**config.mk**
```make
export PLATFORM = sky130hd
export DESIGN_NAME = multicycle_controller
export DESIGN_NICKNAME = d
export VERILOG_FILES = /design/src/rtl/riscv_ctrl_pkg.sv /design/src/rtl/mem_wait_timer.sv /design/src/rtl/multicycle_controller.sv
export SDC_FILE = /design/constraint.sdc
export NUM_CORES = 1
export LEC_CHECK = 0
export CAP_MARGIN = 25
export CORE_MARGIN = 10
export CORE_UTILIZATION = 50
export DETAILED_ROUTE_END_ITERATION = 6
export PLACE_DENSITY = 0.8
export REMOVE_ABC_BUFFERS = 1
export SETUP_SLACK_MARGIN = 0.5
export SLEW_MARGIN = 20
export SYNTH_ARGS = -nofsm -noshare
export SYNTH_HDL_FRONTEND = slang
export SYNTH_SLANG_ARGS = --single-unit
```
**constraint.sdc**
```tcl
create_clock -name clk -period 3.1 [get_ports clk]
set_clock_uncertainty 0.05 [all_clocks]
set_input_delay 0.62 -clock clk [delete_from_list [all_inputs] [get_ports clk]]
set_output_delay 0.62 -clock clk [all_outputs]
set_load 0.005 [all_outputs]
```
**src/rtl/riscv_ctrl_pkg.sv**
```systemverilog
// Shared types for the multi-cycle RV64I controller: FSM states, opcodes,
// ALU operation encodings and the instruction class latched in DECODE.
package riscv_ctrl_pkg;

  typedef enum logic [2:0] {
    FETCH  = 3'd0,
    DECODE = 3'd1,
    EXEC   = 3'd2,
    MEM    = 3'd3,
    WB     = 3'd4,
    HALT   = 3'd5,
    TRAP   = 3'd6
  } state_e;

  localparam logic [6:0] OPC_R  = 7'b0110011;
  localparam logic [6:0] OPC_I  = 7'b0010011;
  localparam logic [6:0] OPC_LD = 7'b0000011;
  localparam logic [6:0] OPC_ST = 7'b0100011;
  localparam logic [6:0] OPC_BR = 7'b1100011;

  typedef enum logic [1:0] {
    ALU_ADD    = 2'b00,
    ALU_BRANCH = 2'b01,
    ALU_RTYPE  = 2'b10,
    ALU_ITYPE  = 2'b11
  } alu_op_e;

  typedef enum logic [2:0] {
    CLS_R   = 3'd0,
    CLS_I   = 3'd1,
    CLS_LD  = 3'd2,
    CLS_ST  = 3'd3,
    CLS_BR  = 3'd4,
    CLS_ILL = 3'd5
  } instr_class_e;

  function automatic instr_class_e classify(input logic [6:0] opc);
    case (opc)
      OPC_R:   return CLS_R;
      OPC_I:   return CLS_I;
      OPC_LD:  return CLS_LD;
      OPC_ST:  return CLS_ST;
      OPC_BR:  return CLS_BR;
      default: return CLS_ILL;
    endcase
  endfunction

endpackage

```
**src/rtl/mem_wait_timer.sv**
```systemverilog
// Counts MEM cycles spent without mem_ready; expired flags the last cycle
// the controller may still wait before it must give up.
module mem_wait_timer #(
  parameter int MEM_WAIT_MAX = 16
) (
  input  logic clk,
  input  logic reset,
  input  logic clear,
  input  logic enable,
  output logic expired
);

  localparam int CW = (MEM_WAIT_MAX > 1) ? $clog2(MEM_WAIT_MAX) : 1;

  logic [CW-1:0] count;

  always_ff @(posedge clk) begin
    if (reset || clear) begin
      count <= '0;
    end else if (enable && !expired) begin
      count <= count + 1'b1;
    end
  end

  assign expired = (count == CW'(MEM_WAIT_MAX - 1));

endmodule

```
**src/rtl/multicycle_controller.sv**
```systemverilog
// Multi-cycle sequencing FSM for the RV64I datapath: one FETCH..WB pass per
// instruction, memory handshake with timeout, sticky trap and retire counter.
module multicycle_controller
  import riscv_ctrl_pkg::*;
#(
  parameter int MEM_WAIT_MAX = 16,
  parameter int CNT_W        = 32
) (
  input  logic             clk,
  input  logic             reset,
  input  logic [6:0]       opcode,
  input  logic             branch_taken,
  input  logic             mem_ready,
  input  logic             halt_req,
  output logic             ir_write,
  output logic             pc_write,
  output logic             pc_src,
  output logic             alu_src,
  output logic [1:0]       alu_op,
  output logic             mem_read,
  output logic             mem_write,
  output logic             mem_to_reg,
  output logic             reg_write,
  output logic [2:0]       state,
  output logic             trap,
  output logic [CNT_W-1:0] retired
);

  state_e       state_q, state_d;
  instr_class_e cls_q;
  logic         timer_clear, timer_en, timer_expired;

  mem_wait_timer #(.MEM_WAIT_MAX(MEM_WAIT_MAX)) u_mem_wait_timer (
    .clk     (clk),
    .reset   (reset),
    .clear   (timer_clear),
    .enable  (timer_en),
    .expired (timer_expired)
  );

  // NOTE: every output and next-state signal gets a default before the case,
  // so no path through this block can leave one unassigned and infer a latch.
  always_comb begin
    state_d     = state_q;
    ir_write    = 1'b0;
    pc_write    = 1'b0;
    pc_src      = 1'b0;
    alu_src     = 1'b0;
    alu_op      = ALU_ADD;
    mem_read    = 1'b0;
    mem_write   = 1'b0;
    mem_to_reg  = 1'b0;
    reg_write   = 1'b0;
    timer_clear = 1'b0;
    timer_en    = 1'b0;

    case (state_q)
      FETCH: begin
        if (halt_req) begin
          state_d = HALT;
        end else begin
          ir_write = 1'b1;
          state_d  = DECODE;
        end
      end

      DECODE: state_d = (classify(opcode) == CLS_ILL) ? TRAP : EXEC;

      EXEC: begin
        case (cls_q)
          CLS_R: begin
            alu_op  = ALU_RTYPE;
            state_d = WB;
          end
          CLS_I: begin
            alu_src = 1'b1;
            alu_op  = ALU_ITYPE;
            state_d = WB;
          end
          CLS_LD, CLS_ST: begin
            alu_src     = 1'b1;
            alu_op      = ALU_ADD;
            timer_clear = 1'b1;
            state_d     = MEM;
          end
          CLS_BR: begin
            alu_op   = ALU_BRANCH;
            pc_write = 1'b1;
            pc_src   = branch_taken;
            state_d  = FETCH;
          end
          default: state_d = TRAP;
        endcase
      end

      MEM: begin
        alu_src   = 1'b1;
        alu_op    = ALU_ADD;
        mem_read  = (cls_q == CLS_LD);
        mem_write = (cls_q == CLS_ST);
        if (mem_ready) begin
          if (cls_q == CLS_ST) begin
            pc_write = 1'b1;
            state_d  = FETCH;
          end else begin
            state_d  = WB;
          end
        end else if (timer_expired) begin
          // Give up without write-back; the memory never answered.
          state_d = TRAP;
        end else begin
          timer_en = 1'b1;
        end
      end

      WB: begin
        reg_write  = 1'b1;
        mem_to_reg = (cls_q == CLS_LD);
        pc_write   = 1'b1;
        state_d    = FETCH;
      end

      HALT: if (!halt_req) state_d = FETCH;

      TRAP: state_d = TRAP;

      default: state_d = TRAP;
    endcase

    // An instruction interrupted by reset must not commit anything.
    if (reset) begin
      ir_write   = 1'b0;
      pc_write   = 1'b0;
      pc_src     = 1'b0;
      alu_src    = 1'b0;
      alu_op     = ALU_ADD;
      mem_read   = 1'b0;
      mem_write  = 1'b0;
      mem_to_reg = 1'b0;
      reg_write  = 1'b0;
    end
  end

  // NOTE: sequential state uses non-blocking assignments so every register
  // samples pre-edge values regardless of statement order.
  always_ff @(posedge clk) begin
    if (reset) begin
      state_q <= FETCH;
      trap    <= 1'b0;
      retired <= '0;
    end else begin
      state_q <= state_d;
      trap    <= trap | (state_d == TRAP);
      if (pc_write) retired <= retired + CNT_W'(1);
    end
  end

  // NOTE: the class latch has no reset; it is always rewritten in DECODE
  // before EXEC, MEM or WB can read it.
  always_ff @(posedge clk) begin
    if (state_q == DECODE) cls_q <= classify(opcode);
  end

  assign state = state_q;

endmodule

```
==> impl_metrics.csv <==
group,metric,value,unit
timing,rsz0062_at_grt,"yes",
setup_path,crit_path_top_delay_cell,"dlygate4sd2_1",
timing,worst_pin_slew,0.651,ns
setup_path,startpoint_type,"input port",
power_and_ir_drop,switching_power,372,µW
floorplanning,start_util,51.8,%
power_and_ir_drop,clkPwrFrac,27.2,%
min_path,hold_path_class,"reg2reg",
power_and_ir_drop,finalPower,1260,µW
setup_path,arrival,1.98,ns
setup_path,path_max_fanout,3,
global_routing,grt_overflow,0,
global_routing,gr-usage-met1,16.7,%
power_and_ir_drop,leakage,0.00105,µW
yosys,synthFlopType,"dfxtp_1",
floorplanning,die_y,89.9,µm
routing,initialDrtViolationCount,81,
clock_tree,cts_hold_buffers,0,
floorplanning,boundaryPins,58,
yosys,synth_top_area_share,32.7,%
floorplanning,fp-row-count,25,
power_and_ir_drop,peakVddDrop,0.310,mV
clock_tree,cts_root_buf,"clkbuf_8",
timing,slew_viol_final,0,
yosys,synth-edff-count,3,
clock_tree,clk-insertion-delay-late,0.30,ns
global_routing,globalRouteMet2Util,25.1,%
power_and_ir_drop,switching_share,29.6,%
floorplanning,core_area,4720,µm²
power_and_ir_drop,powerDensity,391,nW/µm²
timing,hold_viol,0,
setup_path,end_kind,"output pin",
global_routing,use_met3,4.32,%
clock_tree,clockBufferDepth,2,
timing,fin_crit_sh,85.5,%
cells_and_area,nNetsFinal,345,
routing,dr_total_vias,2195,
yosys,yosysWarnings,0,
status,outcome,"finished, final reports clean",
clock_tree,ctsHtreeMaxLevel,2,
setup_path,worst_path_most_repeated_cell,"buf_4",
yosys,ys_ff_latch,43,
yosys,synth_cell_type_count,53,
place,port-buffer-count,57,
place,dp_hpwl,4450,µm
routing,dr.pass1.iters,4,
setup_path,cpPeakStageDelay,0.28,ns
routing,finalWirelength,5980,µm
timing,max_freq,377,MHz
global_routing,grt_pass1_vias,2119,
global_routing,grt_first_pass_wirelength,10100,µm
global_routing,antenna_found_initial,0,
yosys,syn_inst,268,
yosys,synth.most_common_cell,"dfxtp_1",
power_and_ir_drop,internal_power,884,µW
cells_and_area,n_antenna_cell,0,
place,gp_congestion,0.799,
setup_path,critPathRequiredTime,2.43,ns
clock_tree,clk_pin_slew_worst_paths,0.07,ns
clock_tree,clock-sinks,43,
floorplanning,die_w,89.9,µm
yosys,synth_common_cells,"40 x dfxtp_1, 33 x nor2_1, 21 x xnor2_1",
routing,vias_per_cell,5.52,
timing,setup_viol,0,
clock_tree,cts_buffers,5,
cells_and_area,layout-drive-gt1-share,16.0,%
timing,tns,0,ns
yosys,yosysTopAreaCell,"dfxtp_1",
setup_path,path_cells,"dlygate4sd2_1, buf_4, nor4b_2, buf_4, buf_4, buf_4, a22oi_4, nand2_2, clkdlybuf4s15_1",
timing,layout_min_cycle_time,2.65,ns
timing,slew-limit-headroom,56.5,%
global_routing,gr-usage-all-layers,14.6,%
yosys,ys_top_cells_by_area,"dfxtp_1 33%, xnor2_1 7.5%, nor2_1 5.1%",
power_and_ir_drop,p_comb_share,21.1,%
yosys,ys_seq_area_share,36.4,%
yosys,async_flop_share,0,%
global_routing,grt_max_degree,26,
job,drv_cap,0,
routing,drc_errors,0,
yosys,syn_area,2450,µm²
cells_and_area,syn2layout_area_growth,31.2,%
routing,ant_nets,0,
power_and_ir_drop,seqPwrFrac,51.8,%
routing,wl_per_cell,15.0,µm
yosys,syn_area_per_cell,9.13,µm²
floorplanning,die_area,8090,µm²
setup_path,critPathKind,"in2out",
clock_tree,tritoncts,"yes",
global_routing,grt-busiest-layer,"met2",
registers in the layout, indices dropped and copies added, names as in the netlist:
signal	count
trap	1
u_mem_wait_timer.count	4
state	3
retired	32
cls_q	3
cell families after synthesis:
| group | count (synthesis) | share of synthesized area, % |
|---|---|---|
| xor gates and xnor gates | 24 | 8.59 |
| DFF | 43 | 36.4 |
| and+or+nand+nor | 113 | 26.1 |
| adders and majority gates | 2 | 1.02 |
| muxes | 1 | 0.409 |
| AOI/OAI and AO/OA | 59 | 21.5 |
| buffers and inverters | 26 | 5.93 |
repair_timing:
item | 4_1_cts | 5_1_grt
pin swaps | 1 | 2
setup endpoints to repair | 19 | 15
setup buffers | 3 | 2
resized for setup | 11 | 11
metrics by stage:
stage	worst slack [ns]	hold WS, ns	instance area, µm²	util (%)	instances
after floorplan	0.589	0.414	2330	-	251
after global placement	0.0435	0.431	3070	65.0	386
after detailed placement	0.0535	0.425	3070	65.0	386
after CTS	0.417	0.457	3160	66.9	396
after global routing	0.369	0.484	3210	67.9	398
final	0.448	0.461	3210	67.9	398
final timing paths:
check,from,to,slack [ns],cells after the start
min reg2reg,trap,trap,0.46,1
max reg2reg,state[2],retired[23],0.68,6
max,reset,pc_write,0.45,9
min,trap,trap,0.46,1
per-layer routing:
layer / share of wire, % / routed length (µm) / vias up
met4: 1.6 / 95 / 0
li1: - / - / 1100
met1: 41 / 2480 / 1046
met5: 0 / 0 / -
met3: 5.3 / 320 / 10
met2: 52 / 3090 / 39
worst max-delay path: cells and delay by family:
kind / cells / cell delay, ns
and+or+nand+nor: 2 / 0.30
AOI/OAI and AO/OA: 1 / 0.04
buffers and inverters: 6 / 1.02
cell usage in the layout, fill, tap and decap left out, drive strengths merged, types with 3 or more instances in the layout:
cell type | netlist | final
edfxtp | 3 | 3
a21bo | 4 | 4
a21o | 3 | 3
a31o | 3 | 3
nand2 | 15 | 15
and4 | 3 | 3
xnor2 | 21 | 21
nand2b | 3 | 3
nor3 | 5 | 5
a2111oi | 8 | 8
buf | 8 | 16
nor3b | 3 | 3
nor2 | 33 | 33
nand3b | 5 | 5
dfxtp | 40 | 40
and2 | 3 | 3
inv | 9 | 9
xor2 | 3 | 3
or4 | 6 | 6
clkbuf | 9 | 7
a21oi | 17 | 17
dlygate4sd2 | 0 | 7
and3 | 4 | 4
o31ai | 4 | 4
clkdlybuf4s50 | 0 | 46
nand4 | 9 | 9
a211oi | 8 | 8
nand3 | 14 | 14
o21ai | 6 | 6
clkdlybuf4s15 | 0 | 3
layout make-up:
| cell class | count | area, µm² |
|---|---|---|
| sequential | 43 | 891 |
| multi-input combinational | 199 | 1440 |
| fill | 388 | 1520 |
| clock inverter | 1 | 7.51 |
| clock buffer | 6 | 72.6 |
| tap | 67 | 83.8 |
| timing repair buffer | 73 | 677 |
| inverter | 9 | 33.8 |
power by group through the flow:
stage,Combinational (µW),Sequential [µW],Clock (µW)
CTS,260,648,351
floorplan,133,647,0
detailed placement,259,661,0
finish,264,650,341
global placement,256,661,0
global route,284,657,374
(Power assumes the default switching activity.)
